==> config.mk <==
export PLATFORM = sky130hd
export DESIGN_NAME = time_keeper_flat
export DESIGN_NICKNAME = d
export VERILOG_FILES = /design/src/rtl/time_keeper_if.sv /design/src/rtl/time_keeper.sv /design/src/flat_wrapper.sv
export SDC_FILE = /design/constraint.sdc
export NUM_CORES = 1
export LEC_CHECK = 0
export BUFFER_PORTS_ARGS = -buffer_cell sky130_fd_sc_hd__buf_2
export CORE_MARGIN = 1
export CORE_UTILIZATION = 30
export DETAILED_ROUTE_END_ITERATION = 7
export PLACE_DENSITY = 0.45
export SLEW_MARGIN = 30
export SYNTH_ARGS = -nofsm -noshare
export SYNTH_HDL_FRONTEND = slang
export SYNTH_SLANG_ARGS = --single-unit
==> constraint.sdc <==
create_clock -name clk -period 5.97 [get_ports clk]
set_input_delay 0.2985 -clock clk [delete_from_list [all_inputs] [get_ports clk]]
set_output_delay 0.2985 -clock clk [all_outputs]
set_load 0.02 [all_outputs]
==> src/rtl/time_keeper_if.sv <==
// Frame-in / time-out bundle between the SPI frame receiver, time_keeper and the VGA face renderer.
// The receiver side is the master; time_keeper is the slave.
interface time_keeper_if;
    logic       load;
    logic       header_in;
    logic [4:0] hour_in;
    logic [5:0] minute_in;
    logic [5:0] second_in;
    logic [3:0] month_in;
    logic [4:0] day_in;
    logic [4:0] year_in;

    logic [4:0] hour;
    logic       pm;
    logic [5:0] minute;
    logic [5:0] second;
    logic [3:0] month;
    logic [4:0] day;
    logic [4:0] year;
    logic       syncing;
    logic       valid;
    logic       tick;
    logic       load_err;

    modport master (
        output load, header_in, hour_in, minute_in, second_in, month_in, day_in, year_in,
        input  hour, pm, minute, second, month, day, year, syncing, valid, tick, load_err
    );

    modport slave (
        input  load, header_in, hour_in, minute_in, second_in, month_in, day_in, year_in,
        output hour, pm, minute, second, month, day, year, syncing, valid, tick, load_err
    );
endinterface

==> src/rtl/time_keeper.sv <==
// Free-running calendar clock (2000-2031), loaded from decoded sync frames, advanced by a 1 Hz prescaler.
// Loads take effect on the sampling edge; every output is a register so the time set is always consistent.
module time_keeper #(
    parameter int CLK_HZ = 40_000_000
) (
    input  logic          clk,
    input  logic          reset,
    time_keeper_if.slave  tk
);
    localparam int            PW   = (CLK_HZ > 1) ? $clog2(CLK_HZ) : 1;
    localparam logic [PW-1:0] TERM = PW'(CLK_HZ - 1);

    function automatic logic [4:0] days_in_month(input logic [3:0] m, input logic [4:0] y);
        case (m)
            4'd4, 4'd6, 4'd9, 4'd11: days_in_month = 5'd30;
            4'd2:                    days_in_month = (y[1:0] == 2'b00) ? 5'd29 : 5'd28;
            default:                 days_in_month = 5'd31;
        endcase
    endfunction

    logic [PW-1:0] presc;
    logic [4:0]    hour_q, day_q, year_q;
    logic          pm_q;
    logic [5:0]    min_q, sec_q;
    logic [3:0]    mon_q;
    logic          syncing_q, valid_q, tick_q, load_err_q;

    logic [4:0]    n_hour, n_day, n_year;
    logic          n_pm;
    logic [5:0]    n_min, n_sec;
    logic [3:0]    n_mon;

    logic          terminal;
    logic          fields_ok;
    logic          accept;

    assign terminal  = (presc == TERM);
    assign fields_ok = (tk.hour_in < 5'd24) && (tk.minute_in < 6'd60) && (tk.second_in < 6'd60)
                    && (tk.month_in != 4'd0) && (tk.month_in <= 4'd12)
                    && (tk.day_in != 5'd0) && (tk.day_in <= days_in_month(tk.month_in, tk.year_in));
    assign accept    = tk.load && !tk.header_in && fields_ok;

    // Hour is kept as 12-hour value plus pm flag, so 11 -> 0 toggles pm and pm 11 -> am 0 rolls the day.
    always_comb begin
        n_sec  = sec_q + 6'd1;
        n_min  = min_q;
        n_hour = hour_q;
        n_pm   = pm_q;
        n_day  = day_q;
        n_mon  = mon_q;
        n_year = year_q;
        if (sec_q == 6'd59) begin
            n_sec = 6'd0;
            n_min = min_q + 6'd1;
            if (min_q == 6'd59) begin
                n_min  = 6'd0;
                n_hour = hour_q + 5'd1;
                if (hour_q == 5'd11) begin
                    n_hour = 5'd0;
                    n_pm   = ~pm_q;
                    if (pm_q) begin
                        n_day = day_q + 5'd1;
                        if (day_q == days_in_month(mon_q, year_q)) begin
                            n_day = 5'd1;
                            n_mon = mon_q + 4'd1;
                            if (mon_q == 4'd12) begin
                                n_mon  = 4'd1;
                                n_year = year_q + 5'd1;
                            end
                        end
                    end
                end
            end
        end
    end

    always_ff @(posedge clk) begin
        if (reset) begin
            presc      <= '0;
            hour_q     <= 5'd0;
            pm_q       <= 1'b0;
            min_q      <= 6'd0;
            sec_q      <= 6'd0;
            mon_q      <= 4'd1;
            day_q      <= 5'd1;
            year_q     <= 5'd0;
            syncing_q  <= 1'b0;
            valid_q    <= 1'b0;
            tick_q     <= 1'b0;
            load_err_q <= 1'b0;
        end else begin
            tick_q     <= 1'b0;
            load_err_q <= 1'b0;
            if (accept) begin
                presc     <= '0;
                pm_q      <= (tk.hour_in >= 5'd12);
                hour_q    <= (tk.hour_in >= 5'd12) ? tk.hour_in - 5'd12 : tk.hour_in;
                min_q     <= tk.minute_in;
                sec_q     <= tk.second_in;
                mon_q     <= tk.month_in;
                day_q     <= tk.day_in;
                year_q    <= tk.year_in;
                syncing_q <= 1'b0;
                valid_q   <= 1'b1;
            end else begin
                if (tk.load) begin
                    syncing_q  <= tk.header_in;
                    load_err_q <= !tk.header_in;
                end
                if (terminal) begin
                    presc  <= '0;
                    tick_q <= 1'b1;
                    hour_q <= n_hour;
                    pm_q   <= n_pm;
                    min_q  <= n_min;
                    sec_q  <= n_sec;
                    mon_q  <= n_mon;
                    day_q  <= n_day;
                    year_q <= n_year;
                end else begin
                    presc <= presc + PW'(1);
                end
            end
        end
    end

    assign tk.hour     = hour_q;
    assign tk.pm       = pm_q;
    assign tk.minute   = min_q;
    assign tk.second   = sec_q;
    assign tk.month    = mon_q;
    assign tk.day      = day_q;
    assign tk.year     = year_q;
    assign tk.syncing  = syncing_q;
    assign tk.valid    = valid_q;
    assign tk.tick     = tick_q;
    assign tk.load_err = load_err_q;
endmodule

==> src/flat_wrapper.sv <==
// flat-port wrapper written by rule: the top's interface ports become plain ports
module time_keeper_flat 
#(
    parameter int CLK_HZ = 40_000_000
)
  (clk, reset, tk_load, tk_header_in, tk_hour_in, tk_minute_in, tk_second_in, tk_month_in, tk_day_in, tk_year_in, tk_hour, tk_pm, tk_minute, tk_second, tk_month, tk_day, tk_year, tk_syncing, tk_valid, tk_tick, tk_load_err);
  time_keeper_if tk_i ();
  input  logic clk;
  input  logic reset;
  input wire logic [$bits(tk_i.load)-1:0] tk_load;
  input wire logic [$bits(tk_i.header_in)-1:0] tk_header_in;
  input wire logic [$bits(tk_i.hour_in)-1:0] tk_hour_in;
  input wire logic [$bits(tk_i.minute_in)-1:0] tk_minute_in;
  input wire logic [$bits(tk_i.second_in)-1:0] tk_second_in;
  input wire logic [$bits(tk_i.month_in)-1:0] tk_month_in;
  input wire logic [$bits(tk_i.day_in)-1:0] tk_day_in;
  input wire logic [$bits(tk_i.year_in)-1:0] tk_year_in;
  output wire logic [$bits(tk_i.hour)-1:0] tk_hour;
  output wire logic [$bits(tk_i.pm)-1:0] tk_pm;
  output wire logic [$bits(tk_i.minute)-1:0] tk_minute;
  output wire logic [$bits(tk_i.second)-1:0] tk_second;
  output wire logic [$bits(tk_i.month)-1:0] tk_month;
  output wire logic [$bits(tk_i.day)-1:0] tk_day;
  output wire logic [$bits(tk_i.year)-1:0] tk_year;
  output wire logic [$bits(tk_i.syncing)-1:0] tk_syncing;
  output wire logic [$bits(tk_i.valid)-1:0] tk_valid;
  output wire logic [$bits(tk_i.tick)-1:0] tk_tick;
  output wire logic [$bits(tk_i.load_err)-1:0] tk_load_err;
  assign tk_i.load = tk_load;
  assign tk_i.header_in = tk_header_in;
  assign tk_i.hour_in = tk_hour_in;
  assign tk_i.minute_in = tk_minute_in;
  assign tk_i.second_in = tk_second_in;
  assign tk_i.month_in = tk_month_in;
  assign tk_i.day_in = tk_day_in;
  assign tk_i.year_in = tk_year_in;
  assign tk_hour = tk_i.hour;
  assign tk_pm = tk_i.pm;
  assign tk_minute = tk_i.minute;
  assign tk_second = tk_i.second;
  assign tk_month = tk_i.month;
  assign tk_day = tk_i.day;
  assign tk_year = tk_i.year;
  assign tk_syncing = tk_i.syncing;
  assign tk_valid = tk_i.valid;
  assign tk_tick = tk_i.tick;
  assign tk_load_err = tk_i.load_err;
  time_keeper #(.CLK_HZ(CLK_HZ)) u_core (.clk(clk), .reset(reset), .tk(tk_i));
endmodule
Word level (Yosys, flattened, before mapping)
Index checks and enable logic that the tools add are counted.

Eq/ne operators: 16. Reductions and logical operators: 31. $lt $le $gt $ge: 6. Mux-type cells: 50. $add $sub $neg: 8. Bitwise logic cells: 2.

Operator list (count): $mux W5 (25); $mux W6 (7); $mux W4 (8); $add A26 B1 Y26 const B (1); $eq A26 B26 Y1 const B (1); $eq A4 B4 Y1 const B (5); $pmux W5 S2 (2); $eq A4 B3 Y1 const B (4); $add A5 B1 Y5 const B (3); $reduce_bool A2 Y1 (7); $add A6 B1 Y6 const B (2); $eq A6 B6 Y1 const B (2); $lt A6 B6 Y1 const B (2); $eq A4 B2 Y1 const B (2); $logic_and A1 B1 Y1 (8); $mux W1 (8); $reduce_or A4 Y1 (2); $reduce_and A7 Y1 (1); $reduce_and A6 Y1 (1); $reduce_or A3 Y1 (2); $eq A5 B4 Y1 const B (1); $eq A5 B5 Y1 (1); $ge A5 B4 Y1 const B (1); $le A5 B5 Y1 (1); 14 further kinds (16).

Output and inout port bits: 36. Input bits: 35. Logic and storage cells: 125. Register bits: 62.

Depth between registers and ports, before layout
Gate-level depths: netlist (run 1).

Depth after elaboration: 15. Gate-level depth with buffers: 12. Mapped depth without buffers: 10.

Worst setup path after synthesis (run 1)
No wires, ideal clock.

Path type: input port to flip-flop. Start point: in tk_month_in[0]. End point: reg u_core.presc[13]. Data required time: 5.842 ns. Path buffers: 2. Setup slack: 3.383 ns. Stages on the path: 10. Setup time: 0.128 ns. Arrival: 2.460 ns. Path through: nor4b_1 > ha_1 > nor2b_1 > o211ai_1 > or4b_1 > nand2b_1 > nand2b_1 > clkbuf_1 > clkbuf_1 > nor2_1.

Cells in the longest elaborated chain, start to end: 7. Elaborated cells on any way between the ends: 16. Those cells by class: 2 x order compare; 5 x eq/ne; 1 x mux; 8 x reduce/logical.

Ends and longest elaborated chain: start: declaration (line flat_wrapper.sv:15) `input wire logic [$bits(tk_i.month_in)-1:0] tk_month_in;`; $eq A4 B3 Y1, or another cell as far along (line time_keeper.sv:14) `case (m)`; $reduce_or A4 Y1 or $logic_and A1 B1 Y1 (tied branches) (line time_keeper.sv:14, time_keeper.sv:39); $pmux W5 S2 or $logic_and A1 B1 Y1 (tied branches) (line time_keeper.sv:14, time_keeper.sv:39); $le A5 B5 Y1 or $logic_and A1 B1 Y1 (tied branches) (line time_keeper.sv:40) `&& (tk.day_in != 5'd0) && (tk.day_in <= days_in_month(tk.month_in, tk.year_in));`; $logic_and A1 B1 Y1 (*) (line time_keeper.sv:40); $logic_and A1 B1 Y1 (*) (line time_keeper.sv:41) `assign accept = tk.load && !tk.header_in && fields_ok;`; $reduce_or A3 Y1 (no source line) (*); end signal: assignment (line time_keeper.sv:121) `presc <= presc + PW'(1);`; end: declaration (line time_keeper.sv:21) `logic [PW-1:0] presc;`.

Mark *: on every way between the ends. The rest lies on a longest branch, timed or not. A chain may end at the register's enable or synchronous reset.

Worst setup path after layout (run 1)
Start point: reg u_core.min_q[0] (netlist: u_core.tk.minute[0]). End point: reg u_core.mon_q[1] (netlist: u_core.tk.month[1]).

Cells in the longest elaborated chain, start to end: 3.

Ends and longest elaborated chain: start: declaration (line time_keeper.sv:24) `logic [5:0] min_q, sec_q;`; start signal: assignment (line time_keeper.sv:98) `min_q <= tk.minute_in;`; start signal: assignment (line time_keeper.sv:115) `min_q <= n_min;`; $eq A6 B6 Y1 (line time_keeper.sv:55) `if (min_q == 6'd59) begin`; $reduce_bool A2 Y1 (no source line); $reduce_and A6 Y1 (no source line); end signal: assignment (line time_keeper.sv:100) `mon_q <= tk.month_in;`; end signal: assignment (line time_keeper.sv:117) `mon_q <= n_mon;`; end: declaration (line time_keeper.sv:25) `logic [3:0] mon_q;`.

Every way passes these cells.

==> impl_metrics.toml, run 1 <==
[status]
status = "finished, violations left"
violations = "design-rule violations"

[power]
switching_share = 0.266
p_seq_frac = 0.411
comb_power_share = 0.118
power_uw = 1110
power_density_nw_per_um2 = 254
switchingPower_uw = 296
intPower_uw = 816
p_leak_uw = 0.00182
clock_power_share = 0.472
irDropWorstVdd_uv = 137

[finish]
fin_util = 0.378
num-fill-cells = 1220
finalInstanceArea_sq_um = 4380
multi_input_area_sq_um = 2240
diodes = 0
drive_gt1_frac = 0.214
synthToLayoutAreaGrowth_pct = 21.4
nNetsFinal = 545
regArea_sq_um = 1240

[job]
cap_violations = 0

[clocking]
cts_tree = "yes"
cts_num_sinks = 62
cts_max_path_buffers = 2
cts_setup_buffers = 0
ctsHoldBuffers = 0
cts_buffers = 9
root_buffer = "clkbuf_16"
clkLatencyLatePin_ns = 0.33
ctsResizeCount = 0
clkTransAtPathRegs_ns = 0.05
htreeDepth = 3

[sta]
tns_ns = 0
rsz0062_at_grt = "no"
final.setup_skew_ns = 0.00726
layout_setup_ws_ns = 3.17
finalCriticalPeriod_ns = 2.80
slew_viol_final = 0
finalCritPeriodShare = 0.470
hold_viol = 0
slew_headroom = 0.505
setup_violations = 0
fmax_mhz = 357
worst_slew_pin_slew_ns = 0.736

[drt]
drc = 9
dr.pass1.iters = 8
drt-initial-drc-count = 235
vias_per_cell = 5.22
vias = 3362
ant_nets = 0
drt-total-wl_um = 9900
wl_per_cell_um = 15.4

[synth]
syn_area_sq_um = 3600
synthCells = 431
synth_flop_cell = "dfxtp_1"
syn-mean-instance-area_sq_um = 8.36
yosys_register_bits = 62
synthDistinctLibCells = 57
async_reset_ff_frac = 0
synth_edf_count = 0
yosysWarnings = 0
syn_nets = 480
synth-seq-area-share = 0.344

[worst_setup_path]
cp-start-kind = "flip-flop"
crit_required_ns = 6.21
worst_ep_arrival_time_ns = 3.05
critPathMaxFanout = 6
criticalPathCategory = "reg2reg"
end_kind = "flip-flop"

[floorplan]
die_h_um = 112
core_area_sq_um = 11600
die_w_um = 112
fp.dieArea_sq_um = 12500
rows = 39
start_util = 0.312
io_pins = 71

[global_routing]
grt_max_degree = 48
gr-usage-met2 = 0.277
grt_use_met3 = 0.0386
grt_overflow = 0
grt_pass1_vias = 3274
use_met1 = 0.215
grt_pass1_wl_um = 16500
top_usage_layer = "met2"
grt.total_usage = 0.167
antenna_found_initial = 0

[placed_design]
hpwl_um = 7260
pre_cts_ws_ns = 2.69
place_area_sq_um = 4070
numPortBuffers = 70
gp_congestion = 0.804

[min_path]
hold_path_class = "in2reg"
-- through the flow --
stage / hold slack, ns / cells
floorplan: 0.416 / 431
global route: 0.236 / 644
finish: 0.231 / 644
detailed placement: 0.457 / 628
global placement: 0.442 / 628
CTS: 0.219 / 644
-- final cells by class --
type / instances / share of cell area
clock inverter: 6 / 0.0140
inverter: 16 / 0.0137
tap: 143 / 0.0409
multi-input combinational: 336 / 0.511
sequential: 62 / 0.284
clock buffer: 10 / 0.0546
timing repair buffer: 71 / 0.0818
-- kinds of logic after synthesis --
family                     synth area share
buffers and inverters                0.0354
AOI/OAI and AO/OA                     0.143
xor gates and xnor gates             0.0777
and+or+nand+nor                       0.323
muxes                                0.0285
adders and majority gates            0.0486
DFF                                   0.344
-- cells in the mapped netlist (4+ instances only) --
cell type,n,area (sq um)
and4_1,7,61.3
xnor2_1,16,140
clkbuf_1,11,41.3
mux2i_1,8,80.1
nor2_1,65,244
ha_1,14,175
a21oi_1,17,85.1
nor2b_1,4,25.0
nor4_1,4,25.0
nand4_2,4,50.1
or3_1,5,31.3
a311oi_1,8,70.1
xor2_1,16,140
and3_1,13,81.3
a31oi_1,4,25.0
nand2b_1,5,31.3
o211ai_1,5,37.5
inv_1,16,60.1
nand4_1,13,81.3
a211oi_1,12,90.1
nand3_1,18,90.1
dfxtp_1,62,1240
o21ai_0,12,60.1
nand2_1,26,97.6
nor3_1,16,80.1
or4_1,4,30.0
-- metal layers --
| layer | part of all wire | wire length, um |
|---|---|---|
| met1 | 0.47 | 4680 |
| met2 | 0.46 | 4600 |
| met3 | 0.051 | 507 |
| met4 | 0.012 | 118 |
| met5 | 0 | 0 |
-- cells in the final DEF, fill, tap and decap left out, types with 16 or more instances in the layout --
cell type,synthesis,layout
xnor2_1,16,16
xor2_1,16,16
nor3_1,16,16
nand2_1,26,26
nor2_1,65,65
dfxtp_1,62,62
inv_1,16,16
nand3_1,18,18
buf_2,3,70
a21oi_1,17,17
-- power groups by stage --
stage / sequential (uW) / clock (uW) / combinational [uW]
after global routing: 460 / 556 / 146
after floorplan: 480 / 0 / 64.2
final: 457 / 524 / 131
after global placement: 465 / 0 / 130
after detailed placement: 466 / 0 / 131
after CTS: 457 / 541 / 132
-- critical path, cell delays in order (launching register included) --
cell and delay (ns):
dfxtp_1 0.40, ha_1 0.30, nand4_2 0.20, or4_4 0.52, nor4_1 0.64, nand3_1 0.27
mux2i_1 0.17, a211oi_1 0.22
-- final timing paths --
path                                         start                                to  slack (ns)  cells after the start
hold reg to reg       u_core.tk.valid$_SDFFE_PP0P_      u_core.tk.valid$_SDFFE_PP0P_        0.46                      2
setup / recovery  u_core.tk.minute[0]$_SDFFE_PP0P_   u_core.tk.month[1]$_SDFFE_PP0P_        3.17                      7
setup reg to reg  u_core.tk.minute[0]$_SDFFE_PP0P_   u_core.tk.month[1]$_SDFFE_PP0P_        3.17                      7
hold / removal                     tk_minute_in[3]  u_core.tk.minute[3]$_SDFFE_PP0P_        0.23                      3
-- registers in the layout (all words and copies together), names as in the netlist, 4 cells and up --
signal	cells
u_core.tk.minute	6
u_core.tk.hour	5
u_core.tk.second	6
u_core.tk.day	5
u_core.tk.month	4
u_core.tk.year	5
u_core.presc	26
No activity file was read; power rests on OpenSTA's default activity.
==> run 2, diff against run 1 <==
- clock period: 5.97 -> 2.9 ns (I/O delays scaled with it)
==> impl_metrics.toml, run 2 (synthesis results as in run 1) <==
[worst_setup_path]
cp-start-kind = "flip-flop"
criticalPathCategory = "reg2reg"
end_kind = "flip-flop"
worst_ep_arrival_time_ns = 2.84
rrSetupSlack_ns = 0.31
critPathCapture = "u_core.tk.year[3]$_SDFFE_PP0P_"
startpoint = "u_core.tk.minute[0]$_SDFFE_PP0P_"
crit_required_ns = 3.15
critPathMaxFanout = 6
r2r-end = "u_core.tk.year[3]$_SDFFE_PP0P_"
worst-r2r-cell-count = 7
timing.rr.start = "u_core.tk.minute[0]$_SDFFE_PP0P_"

[status]
status = "finished, violations left"
violations = "design-rule violations"

[placed_design]
hpwl_um = 7600
numPortBuffers = 70
dpl.cell_count = 637
gp_congestion = 0.798

[drt]
vias_per_cell = 5.22
drc = 9
wl_per_cell_um = 15.5
vias = 3406
ant_nets = 0
drt-total-wl_um = 10100
drt-initial-drc-count = 208
dr.pass1.iters = 6

[finish]
regMostFlops = "u_core.presc"
layout_common_cells = "buf_2, nor2_1, dfxtp_1"
mostFrequentLayoutCell = "buf_2"
nNetsFinal = 554
largest_reg_flops = 26
synthToLayoutAreaGrowth_pct = 22.7
final_cells = 653
fin_util = 0.382
diodes = 0
drive_gt1_frac = 0.224

[clocking]
htreeDepth = 3
ctsResizeCount = 0
cts_tree = "yes"
root_buffer = "clkbuf_16"
clkTransAtPathRegs_ns = 0.06
clkLatencyLatePin_ns = 0.33
cts_setup_buffers = 0
cts_buffers = 9
cts_max_path_buffers = 2
ctsHoldBuffers = 0
cts_num_sinks = 62

[sta]
hold_viol = 0
finalCritPeriodShare = 0.895
slew_viol_final = 0
fmax_mhz = 385
tns_ns = 0
finalCriticalPeriod_ns = 2.59
setup_violations = 0
final.setup_skew_ns = 0.00653
rsz0062_at_grt = "no"
slew_headroom = 0.601
worst_slew_pin_slew_ns = 0.594

[power]
switching_share = 0.284
power_density_nw_per_um2 = 499
intPower_uw = 1580
power_uw = 2210
comb_power_share = 0.129
switchingPower_uw = 628
clock_power_share = 0.446
irDropWorstVdd_uv = 315
p_leak_uw = 0.00185
p_seq_frac = 0.426

[floorplan]
die_w_um = 112
core_area_sq_um = 11600
rows = 39
io_pins = 71
die_h_um = 112
start_util = 0.312
fp.dieArea_sq_um = 12500

[global_routing]
grt_pass1_wl_um = 17000
grt_pass1_vias = 3366
antenna_found_initial = 0
grt_overflow = 0
grt.total_usage = 0.171
grt_max_degree = 35

[min_path]
holdCritStartpoint = "tk_header_in"
hold_path_class = "in2reg"

[job]
cap_violations = 0
==> run 2: through the flow <==
| step | worst slack [ns] | hold WS, ns | area, sq um |
|---|---|---|---|
| 2_1_floorplan | 0.432 | 0.263 | 3600 |
| 3_3_place_gp | 0.407 | 0.397 | 4150 |
| 3_5_place_dp | 0.329 | 0.405 | 4150 |
| 4_1_cts | 0.320 | 0.0521 | 4420 |
| 5_1_grt | 0.165 | 0.0726 | 4420 |
| 6_report | 0.306 | 0.0595 | 4420 |
==> run 2: how the worst min path moves through the flow <==
| stage | cells past startpoint | slack (ns) | to |
|---|---|---|---|
| floorplan | 1 | 0.26 | u_core.tk.day[0]$_SDFFE_PP1P_ |
| global placement | 3 | 0.40 | u_core.tk.syncing$_SDFFE_PP0P_ |
| detailed placement | 3 | 0.40 | u_core.tk.syncing$_SDFFE_PP0P_ |
| CTS | 3 | 0.05 | u_core.tk.syncing$_SDFFE_PP0P_ |
| global route | 3 | 0.07 | u_core.tk.syncing$_SDFFE_PP0P_ |
| finish | 3 | 0.06 | u_core.tk.syncing$_SDFFE_PP0P_ |
==> run 2: power groups by stage <==
stage	logic, uW	clock network [uW]	registers (uW)
5_1_grt	316	1060	947
6_report	284	984	940
4_1_cts	288	1010	940
3_3_place_gp	286	0	957
2_1_floorplan	132	0	988
3_5_place_dp	286	0	959
==> run 2: worst max-delay path, cell delays in order (launching register included) <==
cell and delay [ns]:
dfxtp_1 0.39, ha_1 0.29, nand4_2 0.20, or4_4 0.52, nor4_4 0.31, nand4_2 0.22
or3_1 0.34, a311oi_1 0.24
==> run 2: routing by layer <==
metal	vias up	share of wire	routed length (um)	global-route usage
li1	1732	-	-	-
met1	1607	0.49	4940	0.219
met5	-	0	0	0
met4	0	0.0086	87	0.0414
met2	58	0.46	4630	0.279
met3	9	0.048	492	0.0539
==> run 2: area by class of cell <==
class                   count  area, sq um
multi-input cells         336         2240
repair buffers             80          438
clock buffers              10          229
clock inverters             6         38.8
inverters                  16         60.1
fillers                  1243         7140
well taps                 143          179
flip-flops and latches     62         1240
==> run 3, diff against run 2 <==
- RECOVER_POWER: unset -> 25
==> impl_metrics.toml, run 3 (synthesis results as in run 1) <==
[finish]
largest_reg_flops = 26
regArea_sq_um = 1240
synthToLayoutAreaGrowth_pct = 21.8
mostFrequentLayoutCell = "nor2_1"
nNetsFinal = 554
diodes = 0
layout_common_cells = "nor2_1, dfxtp_1, buf_2"
regMostFlops = "u_core.presc"
drive_gt1_frac = 0.176
num-fill-cells = 1251
multi_input_area_sq_um = 2240

[job]
cap_violations = 0

[sta]
slew_headroom = 0.603
hold_viol = 0
setup_violations = 0
finalCriticalPeriod_ns = 2.59
worst_slew_pin_slew_ns = 0.590
fmax_mhz = 385
rsz0062_at_grt = "no"
tns_ns = 0
hold_slack_ns = 0.0584
finalCritPeriodShare = 0.895
slew_viol_final = 0
final.setup_skew_ns = 0.00649

[clocking]
ctsHoldBuffers = 0
htreeDepth = 3
cts_tree = "yes"
ctsResizeCount = 0
cts_num_sinks = 62
root_buffer = "clkbuf_16"
cts_max_path_buffers = 2
clkLatencyLatePin_ns = 0.33
clkTransAtPathRegs_ns = 0.06
cts_buffers = 9
cts_setup_buffers = 0

[power]
comb_power_share = 0.127
clock_power_share = 0.446
p_seq_frac = 0.427
switching_share = 0.285
irDropWorstVdd_uv = 315
intPower_uw = 1570
power_density_nw_per_um2 = 502
p_leak_uw = 0.00175
switchingPower_uw = 628

[worst_setup_path]
worst_ep_arrival_time_ns = 2.84
criticalPathCategory = "reg2reg"
end_kind = "flip-flop"
cp-start-kind = "flip-flop"
critPathMaxFanout = 6
crit_required_ns = 3.15

[global_routing]
grt_pass1_wl_um = 17000
grt.total_usage = 0.171
grt_overflow = 0
grt_pass1_vias = 3366
grt_max_degree = 35
antenna_found_initial = 0

[floorplan]
io_pins = 71
die_w_um = 112
fp.dieArea_sq_um = 12500
core_area_sq_um = 11600
start_util = 0.312
rows = 39
die_h_um = 112

[placed_design]
gp_congestion = 0.798
numPortBuffers = 70
hpwl_um = 7600

[status]
violations = "design-rule violations"
status = "finished, violations left"

[drt]
vias = 3397
drt-initial-drc-count = 229
wl_per_cell_um = 15.6
vias_per_cell = 5.20
drc = 9
drt-total-wl_um = 10200
ant_nets = 0
dr.pass1.iters = 6

[min_path]
hold_path_class = "in2reg"
[run 3: changes by cell type in the layout (fill, tap and decap cells not counted)]
cell and change:
clkbuf_1 +24, buf_2 -24
[run 3: final cells by class]
cell class / count / area share
inverter: 16 / 0.0137
sequential: 62 / 0.283
tap: 143 / 0.0407
multi-input combinational: 336 / 0.509
clock buffer: 10 / 0.0521
timing repair buffer: 80 / 0.0929
clock inverter: 6 / 0.00883
[run 3: path summary, 6_finish.rpt]
kind              slack [ns]                              from  depth (start not counted)                             end
setup / recovery        0.31  u_core.tk.minute[0]$_SDFFE_PP0P_                          7  u_core.tk.year[3]$_SDFFE_PP0P_
hold / removal          0.06                      tk_header_in                          3  u_core.tk.syncing$_SDFFE_PP0P_
setup reg to reg        0.31  u_core.tk.minute[0]$_SDFFE_PP0P_                          7  u_core.tk.year[3]$_SDFFE_PP0P_
hold reg to reg         0.46        u_core.presc[0]$_SDFF_PP0_                          1      u_core.presc[0]$_SDFF_PP0_
[run 3: routing by layer]
layer,routed length (um),global-route usage
met5,0,0
met4,87,0.0414
met3,526,0.0539
met2,4600,0.279
met1,4980,0.219
[run 3: through the flow]
step | cells | power, uW | util | setup slack [ns] | cell area [sq um]
3_3_place_gp | 637 | 1240 | 0.359 | 0.407 | 4150
5_1_grt | 653 | 2310 | 0.380 | 0.163 | 4390
2_1_floorplan | 431 | 1120 | - | 0.432 | 3600
4_1_cts | 653 | 2240 | 0.382 | 0.320 | 4420
6_report | 653 | 2200 | 0.380 | 0.305 | 4390
3_5_place_dp | 637 | 1250 | 0.359 | 0.329 | 4150
[run 3: worst max-delay path: stages, from the launching register on]
cell	delay, ns
dfxtp_1	0.39
ha_1	0.29
nand4_2	0.20
or4_4	0.52
nor4_4	0.31
nand4_2	0.22
or3_1	0.34
a311oi_1	0.24
[run 3: power groups by stage]
stage	sequential [uW]	combinational, uW	clock [uW]
6_report	941	279	983
3_5_place_dp	959	286	0
3_3_place_gp	957	286	0
5_1_grt	948	310	1060
4_1_cts	940	288	1010
2_1_floorplan	988	132	0
